`config.mk`:
```
export PLATFORM = sky130hd
export DESIGN_NAME = aes_round_seq
export DESIGN_NICKNAME = d
export VERILOG_FILES = /design/src/rtl/aes_round_seq.sv
export SDC_FILE = /design/constraint.sdc
export NUM_CORES = 1
export LEC_CHECK = 0
export ABC_AREA = 1
export BUFFER_PORTS_ARGS = -buffer_cell sky130_fd_sc_hd__buf_2
export CAP_MARGIN = 20
export CORE_AREA = 2 2 404 406
export DETAILED_ROUTE_END_ITERATION = 16
export DIE_AREA = 0 0 406 408
export GPL_TIMING_DRIVEN = 0
export HOLD_SLACK_MARGIN = 0.08
export PLACE_DENSITY = 0.4
export SLEW_MARGIN = 20
export SYNTH_ARGS = -nofsm -noshare
export SYNTH_HDL_FRONTEND = slang
export SYNTH_SLANG_ARGS = --single-unit
export TNS_END_PERCENT = 30
```
`constraint.sdc`:
```
create_clock -name clk -period 2.3 [get_ports clk]
set_input_delay 0.575 -clock clk [delete_from_list [all_inputs] [get_ports clk]]
set_output_delay 0.575 -clock clk [all_outputs]
set_load 0.005 [all_outputs]
```
`src/rtl/aes_round_seq.sv`:
```
// aes_round_seq: iterative AES-128 encryption sequencer.
// Performs the initial AddRoundKey, then walks an external full-round datapath
// through round counts 0..8 and the last-round datapath for round count 9.
// Each round's result is fed back as the next round's state and key, and the
// ciphertext is presented on a valid/ready handshake.
// Optional feature macro: AES_SEQ_B2B_EN lets a new block be accepted in the
// same cycle as the ciphertext handshake, removing the dead cycle between blocks.

module aes_round_seq #(
   parameter int ROUND_LAT = 3,
   parameter int LAST_LAT  = 2,
   parameter int CNT_W     = 3
) (
   input  logic         clk,
   input  logic         rst,
   input  logic         in_valid,
   output logic         in_ready,
   input  logic [127:0] pt,
   input  logic [127:0] key,
   output logic [127:0] rd_state,
   output logic [127:0] rd_key,
   output logic [3:0]   rd_rcnt,
   output logic         rd_last,
   input  logic [127:0] rnd_e,
   input  logic [127:0] rnd_keyout,
   input  logic [127:0] last_f,
   output logic         out_valid,
   input  logic         out_ready,
   output logic [127:0] ct,
   output logic         busy
);

   typedef enum logic [1:0] {
      IDLE,
      ROUND,
      LAST,
      DONE
   } state_t;

   localparam logic [CNT_W-1:0] ROUND_END = CNT_W'(ROUND_LAT);
   localparam logic [CNT_W-1:0] LAST_END  = CNT_W'(LAST_LAT);

   state_t           state;
   state_t           state_next;
   logic [CNT_W-1:0] wcnt;
   logic [CNT_W-1:0] wcnt_next;
   logic [127:0]     rd_state_next;
   logic [127:0]     rd_key_next;
   logic [3:0]       rd_rcnt_next;
   logic             rd_last_next;
   logic [127:0]     ct_next;
   logic             out_valid_next;
   logic             accept;
   logic             out_hs;

`ifdef AES_SEQ_B2B_EN
   // A new block may also enter while the finished one is being handed off.
   assign in_ready = ((state == IDLE) | ((state == DONE) & out_ready)) & ~rst;
`else
   // New blocks enter only from IDLE, so one dead cycle separates blocks.
   assign in_ready = (state == IDLE) & ~rst;
`endif

   assign accept = in_valid & in_ready;
   assign out_hs = out_valid & out_ready;
   assign busy   = (state == ROUND) | (state == LAST);

   // Next-state and datapath register updates; everything holds unless a
   // handshake or a capture cycle says otherwise.
   always_comb begin
      state_next     = state;
      wcnt_next      = wcnt;
      rd_state_next  = rd_state;
      rd_key_next    = rd_key;
      rd_rcnt_next   = rd_rcnt;
      rd_last_next   = rd_last;
      ct_next        = ct;
      out_valid_next = out_valid;
      case (state)
         IDLE: begin
            if (accept) begin
               rd_state_next = pt ^ key;
               rd_key_next   = key;
               rd_rcnt_next  = 4'd0;
               wcnt_next     = '0;
               state_next    = ROUND;
            end
         end
         ROUND: begin
            if (wcnt == ROUND_END) begin
               rd_state_next = rnd_e;
               rd_key_next   = rnd_keyout;
               rd_rcnt_next  = rd_rcnt + 4'd1;
               wcnt_next     = '0;
               if (rd_rcnt == 4'd8) begin
                  rd_last_next = 1'b1;
                  state_next   = LAST;
               end
            end else begin
               wcnt_next = wcnt + 1'b1;
            end
         end
         LAST: begin
            if (wcnt == LAST_END) begin
               ct_next        = last_f;
               out_valid_next = 1'b1;
               rd_last_next   = 1'b0;
               wcnt_next      = '0;
               state_next     = DONE;
            end else begin
               wcnt_next = wcnt + 1'b1;
            end
         end
         DONE: begin
            if (out_hs) begin
               out_valid_next = 1'b0;
               state_next     = IDLE;
            end
            // Only reachable when back-to-back acceptance is enabled.
            if (accept) begin
               rd_state_next = pt ^ key;
               rd_key_next   = key;
               rd_rcnt_next  = 4'd0;
               wcnt_next     = '0;
               state_next    = ROUND;
            end
         end
         default: begin
            state_next = IDLE;
         end
      endcase
   end

   // State and datapath registers with synchronous reset.
   always_ff @(posedge clk) begin
      if (rst) begin
         state     <= IDLE;
         wcnt      <= '0;
         rd_state  <= '0;
         rd_key    <= '0;
         rd_rcnt   <= 4'd0;
         rd_last   <= 1'b0;
         ct        <= '0;
         out_valid <= 1'b0;
      end else begin
         state     <= state_next;
         wcnt      <= wcnt_next;
         rd_state  <= rd_state_next;
         rd_key    <= rd_key_next;
         rd_rcnt   <= rd_rcnt_next;
         rd_last   <= rd_last_next;
         ct        <= ct_next;
         out_valid <= out_valid_next;
      end
   end

endmodule

```
* Yosys cells after proc, flatten, opt, wreduce, memory -nomap -nowiden
Index checks and enable logic that the tools add are counted.
** Word-level totals
- Word-level logic and storage cells :: 66
- Flip-flop bits (word level) :: 395
- Input bits :: 644
** Operators by class
- Eq/ne operators :: 13
- Reductions and logical operators :: 10
- Add/subtract/negate cells :: 2
- Mux-type cells :: 27
- Bitwise logic cells :: 6
** Operators with widths (number)
- $mux 128 :: 4
- $pmux 128 s2 :: 2
- $xor 128x128->128 :: 1
- $mux 2 :: 6
- $mux 3 :: 3
- $pmux 3 s3 :: 1
- $mux 4 :: 2
- $ne 2x1->1 const B :: 4
- $pmux 2 s4 :: 1
- $pmux 4 s2 :: 1
- $eq 3x2->1 const B :: 2
- $reduce_and 3->1 :: 2
- $reduce_bool 2->1 :: 3
- $mux 1 :: 5
- $reduce_and 5->1 :: 1
- $add 4x1->4 const B :: 1
- $eq 2x2->1 const B :: 2
- $eq 4x4->1 const B :: 1
- $ne 2x2->1 const B :: 2
- $pmux 1 s2 :: 2
- $reduce_and 4->1 :: 1
- $add 3x1->3 const B :: 1
- $and 1x1->1 :: 3
- $ne 3x3->1 const B :: 1
- other kinds (6) :: 6

* Longest topological paths before layout
- Depth after elaboration :: 5
- Mapped depth :: 12

* Least setup slack after synthesis
No wires, ideal clock.
- Kind :: register -> register
- From :: reg state[0]
- To :: reg rd_state[100]
- Arrival time :: 1.715 ns
- Setup slack :: 0.469 ns
- Buffers on the path :: 4
- Data required time :: 2.184 ns
- Cell stages (with the launch flop) :: 11
- Setup time :: 0.116 ns
- Path through :: dfxtp_1 inv_1 ha_1 buf_2 inv_1 nand2_2 buf_4 buf_4 buf_4 a21oi_1 nor2_1
** Between the ends
- Word-level cells in the longest chain between the ends :: 5
- Elaborated cells on any way between the ends :: 11
- Classes of those cells :: eq/ne: 4; mux: 1; bitwise: 2; reduce/logical: 4
** RTL lines
- start: declaration :: RTL line 43 : state_t state;
- start signal: assignment :: RTL line 146 : state <= state_next;
- $logic_not 2->1 :: RTL line 61, 79
- $and 1x1->1 :: RTL line 61 : assign in_ready = (state == IDLE) & ~rst;
- $and 1x1->1 :: RTL line 64 : assign accept = in_valid & in_ready;
- $ne 2x1->1 (no line)
- $reduce_and 3->1 (no line)
- end signal: assignment :: RTL line 148 : rd_state <= rd_state_next;
- end: declaration :: RTL line 20 : output logic [127:0] rd_state,
Parallel ways exist; a longest one is shown, timed or not.
A chain may end at the register's enable or synchronous reset.

* Worst setup path in the final report
- From :: reg wcnt[0]
- To :: reg ct[47]
** Between the ends
- Word-level cells in the longest chain between the ends :: 2
** RTL lines
- start: declaration :: RTL line 45 : logic [CNT_W-1:0] wcnt;
- start signal: assignment :: RTL line 147 : wcnt <= wcnt_next;
- $eq 3x2->1 :: RTL line 104 : if (wcnt == LAST_END) begin
- $reduce_and 2->1 (no line)
- end signal: assignment :: RTL line 152 : ct <= ct_next;
- end: declaration :: RTL line 29 : output logic [127:0] ct,
Every way passes these cells.

==> flow_summary.ini <==
[cells_and_area]
nets = 4521
drive_gt1_share_pct = 33.48
final.fill_count = 18920
final_cell_count_no_fill = 6098
area_delta_synth_final_pct = 55.73

[sta]
slew_violations = 0
post-route-period-util_pct = 95.65
finalSetupViolCount = 0
max_slew.worst_pin.slew_ns = 0.9167
slew_headroom_pct = 38.89
fmax_mhz = 454.6
min_period_ns = 2.200
rsz0062_at_grt = yes
fin_skew_ns = 0.02141
fin_ws_ns = 0.1001
hold_violations = 0

[floorplan]
die_h_um = 408
initial_core_util_pct = 11.44
die_x_um = 406
coreArea_sq_um = 161700
pin_count = 1036
row_count = 148
die-area_sq_um = 165600

[setup_path]
arrival_ns = 2.77
setup.worst_path.end_class = register
cp.required_ns = 2.87
cp-start-kind = register
cp_max_fo = 10
reg2reg_from = wcnt[0]
critPathKind = register to register
r2r_cells = 8
crit_start = wcnt[0]

[worst_hold_path]
hp-class = input port to register
min_from = last_f[24]
whs_path_depth = 3

[power]
p_sw_share_pct = 47.30
powerDensity_nw_per_um2 = 1337
p_int_mw = 20.30
seqPwrFrac_pct = 25.2
p_sw_mw = 18.21
combPwrFrac_pct = 52.0
ir_drop_v = 0.0005744
leakage_nw = 13.23
clkPwrFrac_pct = 22.8

[clock_network]
cts_buffers = 52
root_buffer = clkbuf_16
insertion_delay_ns = 0.65
htree_levels = 2
clk_path_buf_depth = 3
path_clk_slew_ns = 0.06
cts_tree = yes
cts.sinks = 395

[detailed_routing]
drt_wl_total_mm = 141.9
via_per_inst = 3.924
vias = 23930
drt-pass1-iter-count = 5
postRouteAntennaNets = 0
drc = 0
wire_per_inst_um = 23.26
dr.first_iter.drc_count = 1671

[synthesis]
ys_seq_elements = 395
synth_ff_type = dfxtp_1
synthesis.area_sq_um = 18490
async_flop_share_pct = 0
yosys_warnings = 0
synth_top_area_share_pct = 42.76
yosysMostFrequentCell = nand2_1
synth_cell_types = 23
syn_inst = 2768
avgSynthCellArea_sq_um = 6.681
synth_common_cells = 920 x nand2_1, 517 x a21oi_1, 395 x dfxtp_1
synth_top_cell_by_area = dfxtp_1
synth_edf_count = 0
netlist_top_cells_area = dfxtp_1 43%, nand2_1 19%, a21oi_1 14%, nand3_1 7.2%, o21ai_0 7.0%
synth.net_count = 3424
ys_seq_area_share_pct = 42.76

[global_route]
grt_pass1_vias = 22970
antenna_found_initial = 60
track_usage_pct = 16.28
grt_pass1_wl_mm = 187.1
grt_max_degree = 16
grt-ovfl-total = 0

[flow_run]
drv_cap = 0

[place]
hpwlAfterDp_mm = 118.9
dp_cells = 5979
place_ws_ns = -1.364
gp_congestion = 0.9712
io_buffers = 1034

[run_status]
status = completed
power by group through the flow:
stage               clock, mW  sequential [mW]  combinational (mW)
finish                   8.78             9.69                20.0
global route             9.30             9.89                22.1
CTS                      9.06             9.68                20.4
detailed placement          0             9.79                19.2
global placement            0             9.77                19.2
floorplan                   0             9.83                9.07
registers in the layout (all words and copies together), names as in the netlist:
register and count:
wcnt 3, rd_rcnt 4, state 2, rd_state 128, ct 128, rd_key 128, out_valid 1, rd_last 1
worst paths after layout:
kind	to	slack [ns]
setup / recovery	ct[47]	0.10
hold / removal	ct[24]	0.21
setup reg to reg	ct[47]	0.10
hold reg to reg	ct[52]	0.46
stage by stage:
| stage | util (%) | TNS (ns) | instance area [sq um] | hold slack (ns) | power (mW) |
|---|---|---|---|---|---|
| after global routing | 17.80 | -1.193 | 28780 | 0.1478 | 41.29 |
| final | 17.82 | 0 | 28800 | 0.2055 | 38.51 |
| after global placement | 16.32 | -337.15 | 26390 | 0.4457 | 28.93 |
| after floorplan | - | 0 | 18490 | 0.4554 | 18.91 |
| after detailed placement | 16.36 | -219.99 | 26460 | 0.4495 | 29.03 |
| after CTS | 17.75 | 0 | 28690 | 0.1220 | 39.15 |
layout by cell type, fill, tap and decap left out, types with 2 or more instances in the layout:
| cell | count |
|---|---|
| buf_2 | 1095 |
| nand2_1 | 918 |
| a21oi_1 | 517 |
| dfxtp_1 | 393 |
| nand3_1 | 265 |
| o21ai_0 | 244 |
| nor2_1 | 144 |
| clkbuf_1 | 74 |
| clkbuf_16 | 53 |
| clkbuf_2 | 44 |
| buf_4 | 22 |
| diode_2 | 19 |
| clkbuf_8 | 14 |
| buf_6 | 13 |
| o21ai_1 | 13 |
| inv_1 | 12 |
| buf_12 | 11 |
| ha_1 | 10 |
| clkbuf_4 | 8 |
| clkinv_2 | 7 |
| clkinvlp_4 | 5 |
| bufinv_16 | 5 |
| inv_2 | 4 |
| buf_8 | 4 |
| buf_16 | 4 |
| buf_1 | 3 |
| o21ai_2 | 2 |
| nor2_4 | 2 |
| nand2_2 | 2 |
| inv_16 | 2 |
| dfxtp_2 | 2 |
routing by layer:
layer	up-vias	part of all wire [%]	track usage, %
met1	11170	41	19.90
met2	1095	46	27.09
met5	-	0.083	0
li1	11470	-	-
met4	18	3.0	4.833
met3	177	10	5.143
worst max-delay path, stage by stage, from the launching register on:
cell and delay [ns]:
dfxtp_1 0.32, inv_1 0.07, ha_1 0.15, nand2_1 0.07, inv_1 0.36, buf_2 0.39
clkbuf_1 0.40, nand3_1 0.16, a21oi_1 0.17
logic make-up after synthesis:
logic type,Yosys count,share of synthesized area [%]
AOI/OAI and AO/OA,780,21.14
DFF,395,42.76
xor gates and xnor gates,1,0.04737
buffers and inverters,245,6.170
and+or+nand+nor,1335,29.07
adders and majority gates,12,0.8118
layout make-up:
type                            count  area (sq um)  area share, %
Timing Repair Buffer             1044          5360          18.61
Buffer                            227          1396          4.848
Tap cell                         2175          2721          9.449
Multi-Input combinational cell   2128          9498          32.98
Inverter                           17         67.56         0.2346
Clock inverter                     19         285.3         0.9905
Sequential cell                   395          7910          27.47
Clock buffer                       74          1514          5.257
Antenna cell                       19         47.55         0.1651
what timing repair did:
action / in CTS / in global routing
endpoints found under the setup margin: 375 / 258
setup buffers: 7 / 0
resized for setup: 104 / 69
pin swaps: 1 / 2
cloned: 1 / 0
hold buffers: 0 / 0
(Power assumes the default switching activity.)
